<file path="config.mk">
export PLATFORM = sky130hd
export DESIGN_NAME = branch_commit_unit
export DESIGN_NICKNAME = d
export VERILOG_FILES = /design/src/rtl/branch_commit_unit.sv
export SDC_FILE = /design/constraint.sdc
export NUM_CORES = 1
export LEC_CHECK = 0
export BUFFER_PORTS_ARGS = -buffer_cell sky130_fd_sc_hd__buf_2
export CAP_MARGIN = 20
export CORE_ASPECT_RATIO = 1.5
export CORE_MARGIN = 2
export CORE_UTILIZATION = 63
export DETAILED_ROUTE_END_ITERATION = 7
export GPL_TIMING_DRIVEN = 0
export PLACE_DENSITY = 0.8
export SYNTH_ARGS = -nofsm -noshare
export SYNTH_HDL_FRONTEND = slang
export SYNTH_SLANG_ARGS = --single-unit
</file>
<file path="constraint.sdc">
create_clock -name clk -period 6.05 [get_ports clk]
set_clock_uncertainty 0.1 [all_clocks]
set_input_delay 1.21 -clock clk [delete_from_list [all_inputs] [get_ports clk]]
set_output_delay 1.21 -clock clk [all_outputs]
set_load 0.01 [all_outputs]
</file>
<file path="src/rtl/branch_commit_unit.sv">
// branch_commit_unit: in-order branch tracker on the ROB side.
// It records issued branches (predictor tag and predicted direction) and accepts
// out-of-order ALU resolutions. It retires branches in program order, updates the
// predictor on each retirement and flushes with the corrected PC on a mispredict.
// Optional build macro BCU_STATS_EN adds the commit and mispredict counter outputs.
module branch_commit_unit #(
   parameter int unsigned DEPTH  = 16,
   parameter int unsigned IDX_W  = 4,
   parameter int unsigned TAG_W  = 8,
   parameter int unsigned ADDR_W = 32
) (
   input  logic              clk,
   input  logic              rst,
   input  logic              rdy,
   input  logic              in_alloc_valid,
   input  logic [TAG_W-1:0]  in_alloc_tag,
   input  logic              in_alloc_pred,
   output logic [IDX_W-1:0]  out_alloc_idx,
   output logic              out_full,
   input  logic              in_resolve_valid,
   input  logic [IDX_W-1:0]  in_resolve_idx,
   input  logic              in_resolve_taken,
   input  logic [ADDR_W-1:0] in_resolve_pc,
   output logic              out_bp_res,
   output logic [TAG_W-1:0]  out_bp_tag,
   output logic              out_bp_jump_res,
   output logic              out_flush,
   output logic [ADDR_W-1:0] out_flush_pc
`ifdef BCU_STATS_EN
   ,
   output logic [31:0]       out_stat_commits,
   output logic [31:0]       out_stat_mispred
`endif
);

   localparam int unsigned CNT_W = IDX_W + 1;

   typedef enum logic {RUN, FLUSH} state_t;

   state_t            state_q, state_d;
   logic [DEPTH-1:0]  valid_q, resolved_q, pred_q, taken_q;
   logic [TAG_W-1:0]  tag_q [DEPTH];
   logic [ADDR_W-1:0] pc_q  [DEPTH];
   logic [IDX_W-1:0]  head_q, tail_q;
   logic [CNT_W-1:0]  count_q;

   logic commit_c, mispred_c, alloc_c, resolve_c;

   // Allocation is refused when the ring is full or while the pipe refetches.
   assign out_full      = (count_q == CNT_W'(DEPTH)) || (state_q == FLUSH);
   assign out_alloc_idx = tail_q;

   // Per-cycle decode of commit/resolve/allocate events and next-state logic.
   always_comb begin
      state_d   = state_q;
      commit_c  = 1'b0;
      mispred_c = 1'b0;
      alloc_c   = 1'b0;
      resolve_c = 1'b0;

      commit_c  = rdy && (state_q == RUN) && valid_q[head_q] && resolved_q[head_q];
      mispred_c = commit_c && (taken_q[head_q] != pred_q[head_q]);
      // A mispredict squashes everything, including a same-cycle allocation.
      alloc_c   = rdy && in_alloc_valid && !out_full && !mispred_c;
      resolve_c = rdy && in_resolve_valid && (state_q == RUN) && valid_q[in_resolve_idx];

      case (state_q)
         RUN:     if (mispred_c) state_d = FLUSH;
         FLUSH:   if (rdy)       state_d = RUN;
         default: state_d = RUN;
      endcase
   end

   // FSM state register.
   always_ff @(posedge clk) begin
      if (rst) state_q <= RUN;
      else     state_q <= state_d;
   end

   // Entry storage, ring pointers and occupancy count.
   always_ff @(posedge clk) begin
      if (rst) begin
         valid_q    <= '0;
         resolved_q <= '0;
         pred_q     <= '0;
         taken_q    <= '0;
         head_q     <= '0;
         tail_q     <= '0;
         count_q    <= '0;
         for (int unsigned i = 0; i < DEPTH; i++) begin
            tag_q[i] <= '0;
            pc_q[i]  <= '0;
         end
      end else begin
         if (resolve_c) begin
            resolved_q[in_resolve_idx] <= 1'b1;
            taken_q[in_resolve_idx]    <= in_resolve_taken;
            pc_q[in_resolve_idx]       <= in_resolve_pc;
         end
         if (alloc_c) begin
            valid_q[tail_q]    <= 1'b1;
            resolved_q[tail_q] <= 1'b0;
            tag_q[tail_q]      <= in_alloc_tag;
            pred_q[tail_q]     <= in_alloc_pred;
            tail_q             <= tail_q + IDX_W'(1);
         end
         if (commit_c) begin
            valid_q[head_q] <= 1'b0;
            head_q          <= head_q + IDX_W'(1);
         end
         count_q <= count_q + CNT_W'(alloc_c) - CNT_W'(commit_c);
         if (mispred_c) begin
            valid_q <= '0;
            head_q  <= '0;
            tail_q  <= '0;
            count_q <= '0;
         end
      end
   end

   // Registered predictor-update and flush outputs; pulses clear on idle rdy cycles.
   always_ff @(posedge clk) begin
      if (rst) begin
         out_bp_res      <= 1'b0;
         out_bp_tag      <= '0;
         out_bp_jump_res <= 1'b0;
         out_flush       <= 1'b0;
         out_flush_pc    <= '0;
      end else if (rdy) begin
         out_bp_res <= commit_c;
         out_flush  <= mispred_c;
         if (commit_c) begin
            out_bp_tag      <= tag_q[head_q];
            out_bp_jump_res <= taken_q[head_q];
         end
         if (mispred_c) out_flush_pc <= pc_q[head_q];
      end
   end

`ifdef BCU_STATS_EN
   // Free-running commit and mispredict counters.
   always_ff @(posedge clk) begin
      if (rst) begin
         out_stat_commits <= '0;
         out_stat_mispred <= '0;
      end else begin
         if (commit_c)  out_stat_commits <= out_stat_commits + 32'd1;
         if (mispred_c) out_stat_mispred <= out_stat_mispred + 32'd1;
      end
   end
`endif

endmodule

</file>
# Word level (Yosys, flattened, before mapping)
# Memories as Yosys holds them, arrays and structs flattened. A register that Yosys moved wholly into a read port is not among the register bits.
# Index checks and enable logic that the tools add are counted.
# totals
ff_bits	81
mem_bits_rw	640
in_bits	51
output_inout_bits	48
elab_cells	94
memories	2
# classes
n_addsub	4
order_cmp	6
eq_ne	2
n_mux	41
bitwise	7
n_reduce_logical	21
# mem_list
name	words	word_bits	read_ports	rd_ports_with_merged_regs	write_ports	line	text
pc_q	16	32	1	1	16	43	logic [ADDR_W-1:0] pc_q [DEPTH];
tag_q	16	8	1	1	16	42	logic [TAG_W-1:0] tag_q [DEPTH];
# op_table
cell	count
two-way mux 16 bit	6
bitwise AND 16 bit	2
bitwise mux 16 bit	2
two-way mux 32 bit	1
inverter 16 bit	2
bitwise OR 16 bit	2
OR reduction 32 bit	1
binary-select mux 1 bit (select 4 bit)	5
two-way mux 1 bit	20
less-than comparator 4 x 5 -> 1 bit, second input constant	3
logical AND 1 bit	13
demux 1 bit (select 4 bit)	3
greater-or-equal comparator 4 x 1 -> 1 bit, second input constant	3
adder 4 x 1 -> 4 bit, second input constant	2
two-way mux 4 bit	2
two-way mux 8 bit	1
OR reduction 8 bit	1
adder 5 x 1 -> 5 bit	1
== test 5 bit, second input constant	1
subtractor 5 x 1 -> 5 bit	1
AND reduction 2 bit	2
logical NOT 1 bit	2
case mux 1 bit (2 select lines)	1
OR reduction 2 bit	1
3 further kinds	3

# Logic depth before layout (Yosys ltp)
# Gate-level depths: netlist of the first run.
# logic_depth
word_depth	12
ltp_mapped	19
depth_no_buf	16

# Worst setup path after synthesis of the first run
# Ideal clock, no wire load.
# synth_timing
path_kind	reg-to-reg
start	reg head_q[0]
end	reg count_q[4]
setup_time_ns	0.117
arrival_ns	3.686
required_ns	5.833
path_slack_ns	2.147
path_stages_with_launch	19
n_path_buf	2
synth_period_minus_slack_ns	3.903
path_cell_list	dfxtp_1 -> buf_6 -> mux4_2 -> mux4_2 -> o31a_1 -> nand2_2 -> inv_2 -> a21boi_0 -> buf_2 -> inv_1 -> ha_1 -> inv_1 -> ha_1 -> fa_1 -> a21oi_1 -> nor2_1 -> nor2_1 -> xnor2_1 -> nor2_1
# synth_between
elab_chain_cells	9
word_cells_on_any_way	17
classes_between	add/sub (2); eq/ne (1); mux (8); reduce/logical (6)
# synth_lines
element	line	text
start, declared	44	logic [IDX_W-1:0] head_q, tail_q;
start signal, assigned	109	head_q <= head_q + IDX_W'(1);
binary-select mux 1 bit (select 4 bit)	61	commit_c = rdy && (state_q == RUN) && valid_q[head_q] && resolved_q[head_q];
two-way mux 1 bit (implied by the code)	61	
logical AND 1 bit (2 in series)	61	
logical AND 1 bit	62	mispred_c = commit_c && (taken_q[head_q] != pred_q[head_q]);
logical NOT 1 bit	64	alloc_c = rdy && in_alloc_valid && !out_full && !mispred_c;
logical AND 1 bit	64	
adder 5 x 1 -> 5 bit	111	count_q <= count_q + CNT_W'(alloc_c) - CNT_W'(commit_c);
subtractor 5 x 1 -> 5 bit	111	
end signal, assigned	111	
end, declared	45	logic [CNT_W-1:0] count_q;
# Parallel ways exist; a longest one is shown, timed or not. The select of a mux whose other input is x is not followed.
# A chain may end at the register's enable or synchronous reset.

# Final worst setup path of the first run
# layout_timing
start	reg head_q[1]
end	reg count_q[4]
# Same word-level chain as after synthesis.

==> results.cfg, run 1 <==
[outcome]
status = completed

[route]
drtIter0Drc = 2365
detail-route-antenna-nets = 0
totalWireLength_um = 94900
via_per_inst = 6.57
dr_total_vias = 21400
drc_errors = 0
wl_per_cell_um = 29.2
drtPass1Iterations = 6

[clocking]
cts_resized = 0
cts_tree = yes
cts.htree.levels = 3
hold_buffers = 0
cts_buffer_depth = 3
path_clk_slew_ns = 0.07
worst_skew_pair.late_latency_ns = 0.61
numClockSinks = 761
post_cts_buffers = 0
clockRootBuffer = clkbuf_16
cts_made_buffers = 70

[die]
chipHeight_um = 288
io_pins = 99
core_um2 = 53500
initial_core_util = 0.636
die_width_um = 194
dieArea_um2 = 55900
fp-row-count = 104

[sta]
layout_setup_ws_ns = 0.819
drv_slew = 0
finalCritPeriodShare = 0.865
slew-limit-headroom = 0.176
fmax_ghz = 0.191
finalCriticalPeriod_ns = 5.23
finalSetupViolations = 0
rsz0062_at_grt = false
setup-tns-final_ns = 0
worstMarginPinSlew_ns = 1.24
hold_viol_final = 0

[pwr]
sequentialPowerShare = 0.547
p_sw_frac = 0.217
pwr-share-comb = 0.048
pwr_density_cell_nw_per_um2 = 283
p_sw_mw = 2.33
p_leak_nw = 13.5
finalPower_mw = 10.7
clock_power_share = 0.404
ir_worst_vdd_mv = 0.227
p_int_mw = 8.41

[synth]
synth_cell_types = 46
synth.largest_area_cell = edfxtp_1
syn_nets = 2390
yosys_warnings = 0
synth_area_leaders = edfxtp_1 57%, mux4_2 15%, and2_1 9.5%
syn_inst = 2324
synth_top_area_frac = 0.565
synth_area_um2 = 34000
ys.flop_type = edfxtp_1
ys_ff_latch = 761
synth.avg_cell_area_um2 = 14.6
synthArstFlopShare = 0
synth_edf_count = 640
synth_seq_area_share = 0.637

[placed_design]
dpl_cell_area_um2 = 35700
pre_cts_ws_ns = 1.00
numPortBuffers = 97
hpwl_um = 66200
gp_congestion = 0.914

[layout]
finalInstanceArea_um2 = 37900
drive_above_1_share = 0.190
layout.nets = 2576
synthToLayoutAreaGrowth_pct = 11.6

[critical_path]
startpoint_type = flip-flop
cp.required_ns = 6.43
worst-endpoint-arrival_ns = 5.61
path_class = reg -> reg
end_kind = flip-flop
critPathMaxFanout = 10

[global_route]
track_usage = 0.343
grt_pass1_wl_um = 138000
grt_overflow = 0
antenna_found_initial = 4
grt_max_degree = 32
grt_pass1_vias = 22100

[hold_path]
hold_class = reg -> reg

[run]
maxCapViolCount = 0
## routing by layer
layer | wire [um] | GRT usage
met1 | 30600 | 0.384
met4 | 6340 | 0.212
met3 | 7960 | 0.0599
met5 | 25 | 0
met2 | 50000 | 0.616
## layout by cell type, fill, tap and decap left out, drive strengths merged, types with 5 or more instances in the layout
cell type  Yosys  final
a21oi         61     61
nand2        126    126
buf           39    153
a311oi        11     11
nor2b          8      8
mux2i         38     38
bufinv         0      5
clkinv         0     23
ha            14     14
nand2b        11     11
mux4         219    219
and2         514    514
o2111ai       20     20
nand3         45     45
clkbuf       160    254
xnor2          6      6
edfxtp       640    640
and3           8      8
dfxtp        121    121
a221oi        16     16
inv           28     30
nor2         181    181
o21ai         36     36
## synthesized netlist by cell type, types with 2 or more instances
cell type    n
mux4_2     219
buf_1        5
ha_1        14
a22oi_1      2
a21oi_1     60
edfxtp_1   640
buf_2       27
nand3_1     43
inv_1       27
a311oi_1    11
buf_4        3
nand2b_1    11
xor2_1       4
o21ai_0     35
nor2_1     181
and2_1     514
mux2i_1     38
and3_1       8
nand4_1      2
nand2_1    125
nand3b_1     2
a221oi_1    16
o2111ai_1   20
clkbuf_1   160
buf_6        4
nor2b_1      8
dfxtp_1    121
nand3_2      2
xnor2_1      5
## critical path: stages, from the launching register on
cell	delay, ns
dfxtp_1	0.38
buf_4	0.24
clkbuf_1	0.65
mux4_2	0.43
nand2_1	0.10
nand3_2	0.16
xor2_1	0.98
a21boi_0	0.34
buf_2	0.28
inv_1	0.12
ha_1	0.14
inv_1	0.04
ha_1	0.20
fa_1	0.45
a21oi_1	0.16
nor2_1	0.05
nor2_1	0.11
xnor2_1	0.13
nor2_1	0.05
## final timing paths
check | start | to | slack [ns] | cells after the start
min | out_bp_tag[3]$_SDFFE_PP0P_ | out_bp_tag[3]$_SDFFE_PP0P_ | 0.36 | 2
min reg2reg | out_bp_tag[3]$_SDFFE_PP0P_ | out_bp_tag[3]$_SDFFE_PP0P_ | 0.36 | 2
max | head_q[1]$_SDFFE_PP0N_ | count_q[4]$_SDFF_PP0_ | 0.82 | 18
max reg2reg | head_q[1]$_SDFFE_PP0N_ | count_q[4]$_SDFF_PP0_ | 0.82 | 18
## power groups by stage
| stage | Sequential (mW) | Clock (mW) | Combinational (mW) |
|---|---|---|---|
| after CTS | 5.88 | 4.34 | 0.513 |
| after global placement | 5.99 | 0 | 0.465 |
| after floorplan | 5.97 | 0 | 0.282 |
| after detailed placement | 5.99 | 0 | 0.509 |
| after global routing | 5.89 | 4.55 | 0.542 |
| final | 5.88 | 4.35 | 0.520 |
## cell type report
type                            instances  area [um2]
Antenna cell                            4        10.0
Multi-Input combinational cell       1336       11500
Clock inverter                         31         288
Tap cell                              689         862
Sequential cell                       761       21600
Timing Repair Buffer                  114         851
Clock buffer                           94        1890
Fill cell                            3409       15500
Inverter                               28         105
Buffer                                199         822
## sequential cells by signal, summed over array words and instances (netlist names), 4 cells and up
| register | count |
|---|---|
| count_q | 5 |
| head_q | 4 |
| out_alloc_idx | 4 |
| out_bp_tag | 8 |
| out_flush_pc | 32 |
| pc_q | 512 |
| pred_q | 16 |
| resolved_q | 16 |
| tag_q | 128 |
| taken_q | 16 |
| valid_q | 16 |
## metrics by stage
stage / hold slack [ns] / std cells / util
2_1_floorplan: 0.335 / 2324 / -
3_3_place_gp: 0.341 / 3110 / 0.661
3_5_place_dp: 0.350 / 3126 / 0.668
4_1_cts: 0.358 / 3251 / 0.709
5_1_grt: 0.385 / 3253 / 0.709
6_report: 0.356 / 3256 / 0.709
## kinds of logic (layout without fill, tap and decap cells)
group / Yosys count / count (layout) / synth area share
AND/OR/NAND/NOR: 901 / 901 / 0.142
adder cells (fa/ha/maj): 15 / 15 / 0.00574
buffers and inverters: 227 / 466 / 0.0273
flip-flops: 761 / 761 / 0.637
multiplexers: 257 / 257 / 0.156
AO/OA/AOI/OAI: 153 / 153 / 0.0288
other: 0 / 4 / 0
XOR/XNOR: 10 / 10 / 0.00313
(Power assumes the default switching activity.)
==> run 2: changes to the inputs <==
--- a/config.mk
+++ b/config.mk
@@ -9,10 +9,8 @@
 export CAP_MARGIN = 20
 export CORE_ASPECT_RATIO = 1.5
 export CORE_MARGIN = 2
-export CORE_UTILIZATION = 63
+export CORE_UTILIZATION = 42
 export DETAILED_ROUTE_END_ITERATION = 7
-export GPL_TIMING_DRIVEN = 0
-export PLACE_DENSITY = 0.8
 export SYNTH_ARGS = -nofsm -noshare
 export SYNTH_HDL_FRONTEND = slang
 export SYNTH_SLANG_ARGS = --single-unit
==> results.cfg, run 2 (synthesis gave the netlist of run 1 again) <==
[sta]
hold_viol_final = 0
setup-tns-final_ns = 0
rsz0062_at_grt = false
layout_setup_ws_ns = 1.82
finalCriticalPeriod_ns = 4.23
finalSetupViolations = 0
slew-limit-headroom = 0.223
finalCritPeriodShare = 0.699
worstMarginPinSlew_ns = 1.16
drv_slew = 0
fmax_ghz = 0.236

[global_route]
grt_pass1_wl_um = 140000
grt_pass1_vias = 20900
antenna_found_initial = 7
grt_overflow = 0
track_usage = 0.231
grt_max_degree = 71

[critical_path]
path_cells = mux4_2 -> mux4_2 -> o31a_1 -> nand2_4 -> buf_4 -> o2111ai_1 -> nand2_1
cp_top_family = multiplexers
startpoint_type = flip-flop
reg2reg_slack_ns = 1.82
crit_buf_inv = 1
critPathMostFrequentCell = mux4_2
end_kind = flip-flop
path_depth = 7
path_class = reg -> reg
slowest_stage = dfxtp_4
r2r-start = head_q[1]$_SDFFE_PP0N_
startpoint = head_q[1]$_SDFFE_PP0N_
r2r_cells = 7
rr_endpoint = tag_q[15][0]$_SDFFCE_PN0P_
cp.required_ns = 6.21
critPathMaxFanout = 70
worst-endpoint-arrival_ns = 4.39
crit_path_end = tag_q[15][0]$_SDFFCE_PN0P_
cp_slowest_stage_delay_ns = 0.76

[route]
drc_errors = 0
dr_total_vias = 20100
wl_per_cell_um = 27.8
detail-route-antenna-nets = 0
via_per_inst = 5.84
totalWireLength_um = 95900
drtIter0Drc = 1878
drtPass1Iterations = 5

[layout]
final_cell_mix = 640 x edfxtp_1, 514 x and2_1, 219 x mux4_2
drive_above_1_share = 0.221
largest-register = pc_q
top_regs = pc_q x512, tag_q x128, out_flush_pc x32
finalInstanceArea_um2 = 38300
layout_commonest_cell = edfxtp_1
utilization = 0.478
layout.nets = 2421
largest_reg_flops = 512
synthToLayoutAreaGrowth_pct = 12.7

[clocking]
cts.htree.levels = 3
cts_made_buffers = 75
hold_buffers = 0
path_clk_slew_ns = 0.06
cts_resized = 0
cts_tree = yes
cts_buffer_depth = 3
worst_skew_pair.late_latency_ns = 0.64
clockRootBuffer = clkbuf_16
post_cts_buffers = 0
numClockSinks = 761

[pwr]
p_leak_nw = 13.5
pwr_density_cell_nw_per_um2 = 296
ir_worst_vdd_mv = 0.221

[die]
chipHeight_um = 352
io_pins = 99
dieArea_um2 = 83300
core_um2 = 80100
fp-row-count = 127
die_width_um = 236
initial_core_util = 0.424

[outcome]
status = completed

[placed_design]
dpl_cell_area_um2 = 35600
pre_cts_ws_ns = 1.74
gp_congestion = 0.836
numPortBuffers = 98
hpwl_um = 56800

[hold_path]
hold_class = reg -> reg

[run]
maxCapViolCount = 0
run 2: cell count changes in the layout (fill, tap and decap cells not counted), moves of 6 or more:
cell	previous run	this run
buf_12	12	4
buf_2	124	97
buf_4	3	49
bufinv_16	5	11
clkbuf_1	180	15
nor2_1	181	165
nor2_4	0	16
run 2: worst min-delay path by stage:
stage                                      end                       start  slack [ns]  cells after the start
CTS                 out_bp_tag[0]$_SDFFE_PP0P_  out_bp_tag[0]$_SDFFE_PP0P_        0.36                      2
finish              out_bp_tag[0]$_SDFFE_PP0P_  out_bp_tag[0]$_SDFFE_PP0P_        0.36                      2
global route            pred_q[5]$_SDFFE_PP0P_      pred_q[5]$_SDFFE_PP0P_        0.38                      2
global placement        pred_q[4]$_SDFFE_PP0P_      pred_q[4]$_SDFFE_PP0P_        0.34                      2
detailed placement  out_bp_tag[0]$_SDFFE_PP0P_  out_bp_tag[0]$_SDFFE_PP0P_        0.35                      2
floorplan              pred_q[10]$_SDFFE_PP0P_     pred_q[10]$_SDFFE_PP0P_        0.34                      2
run 2: area by class of cell:
type,count,area [um2]
well taps,1032,1290
clock buffers,97,2040
diodes,1,2.50
inverters,28,105
fillers,6966,41800
multi-input cells,1336,11600
repair buffers,153,1000
flip-flops and latches,761,21700
clock inverters,42,568
run 2: where the power goes:
part / internal [mW] / total, mW / switching (mW)
sequential: 5.83 / 5.88 / 0.0494
clock: 2.88 / 4.95 / 2.07
combinational: 0.148 / 0.503 / 0.355
run 2: per-layer routing:
| metal | share of wire | vias to the layer above | GRT usage | wire, um |
|---|---|---|---|---|
| met2 | 0.53 | 852 | 0.415 | 50600 |
| li1 | - | 8605 | - | - |
| met5 | 0.00027 | - | 0 | 26 |
| met1 | 0.37 | 10500 | 0.279 | 36000 |
| met3 | 0.061 | 213 | 0.0361 | 5840 |
| met4 | 0.037 | 4 | 0.0899 | 3520 |
run 2: tightest hold or removal path, stage by stage (launching register included):
cell,delay [ns]
dfxtp_1,0.31
nand2_1,0.05
a21oi_1,0.05
run 2: through the flow:
step           instances  hold WS, ns  total power [mW]
6_report            3450        0.356              11.3
5_1_grt             3449        0.376              11.6
4_1_cts             3447        0.355              11.4
3_5_place_dp        3308        0.346              6.49
3_3_place_gp        3303        0.344              6.47
2_1_floorplan       2324        0.335              6.25
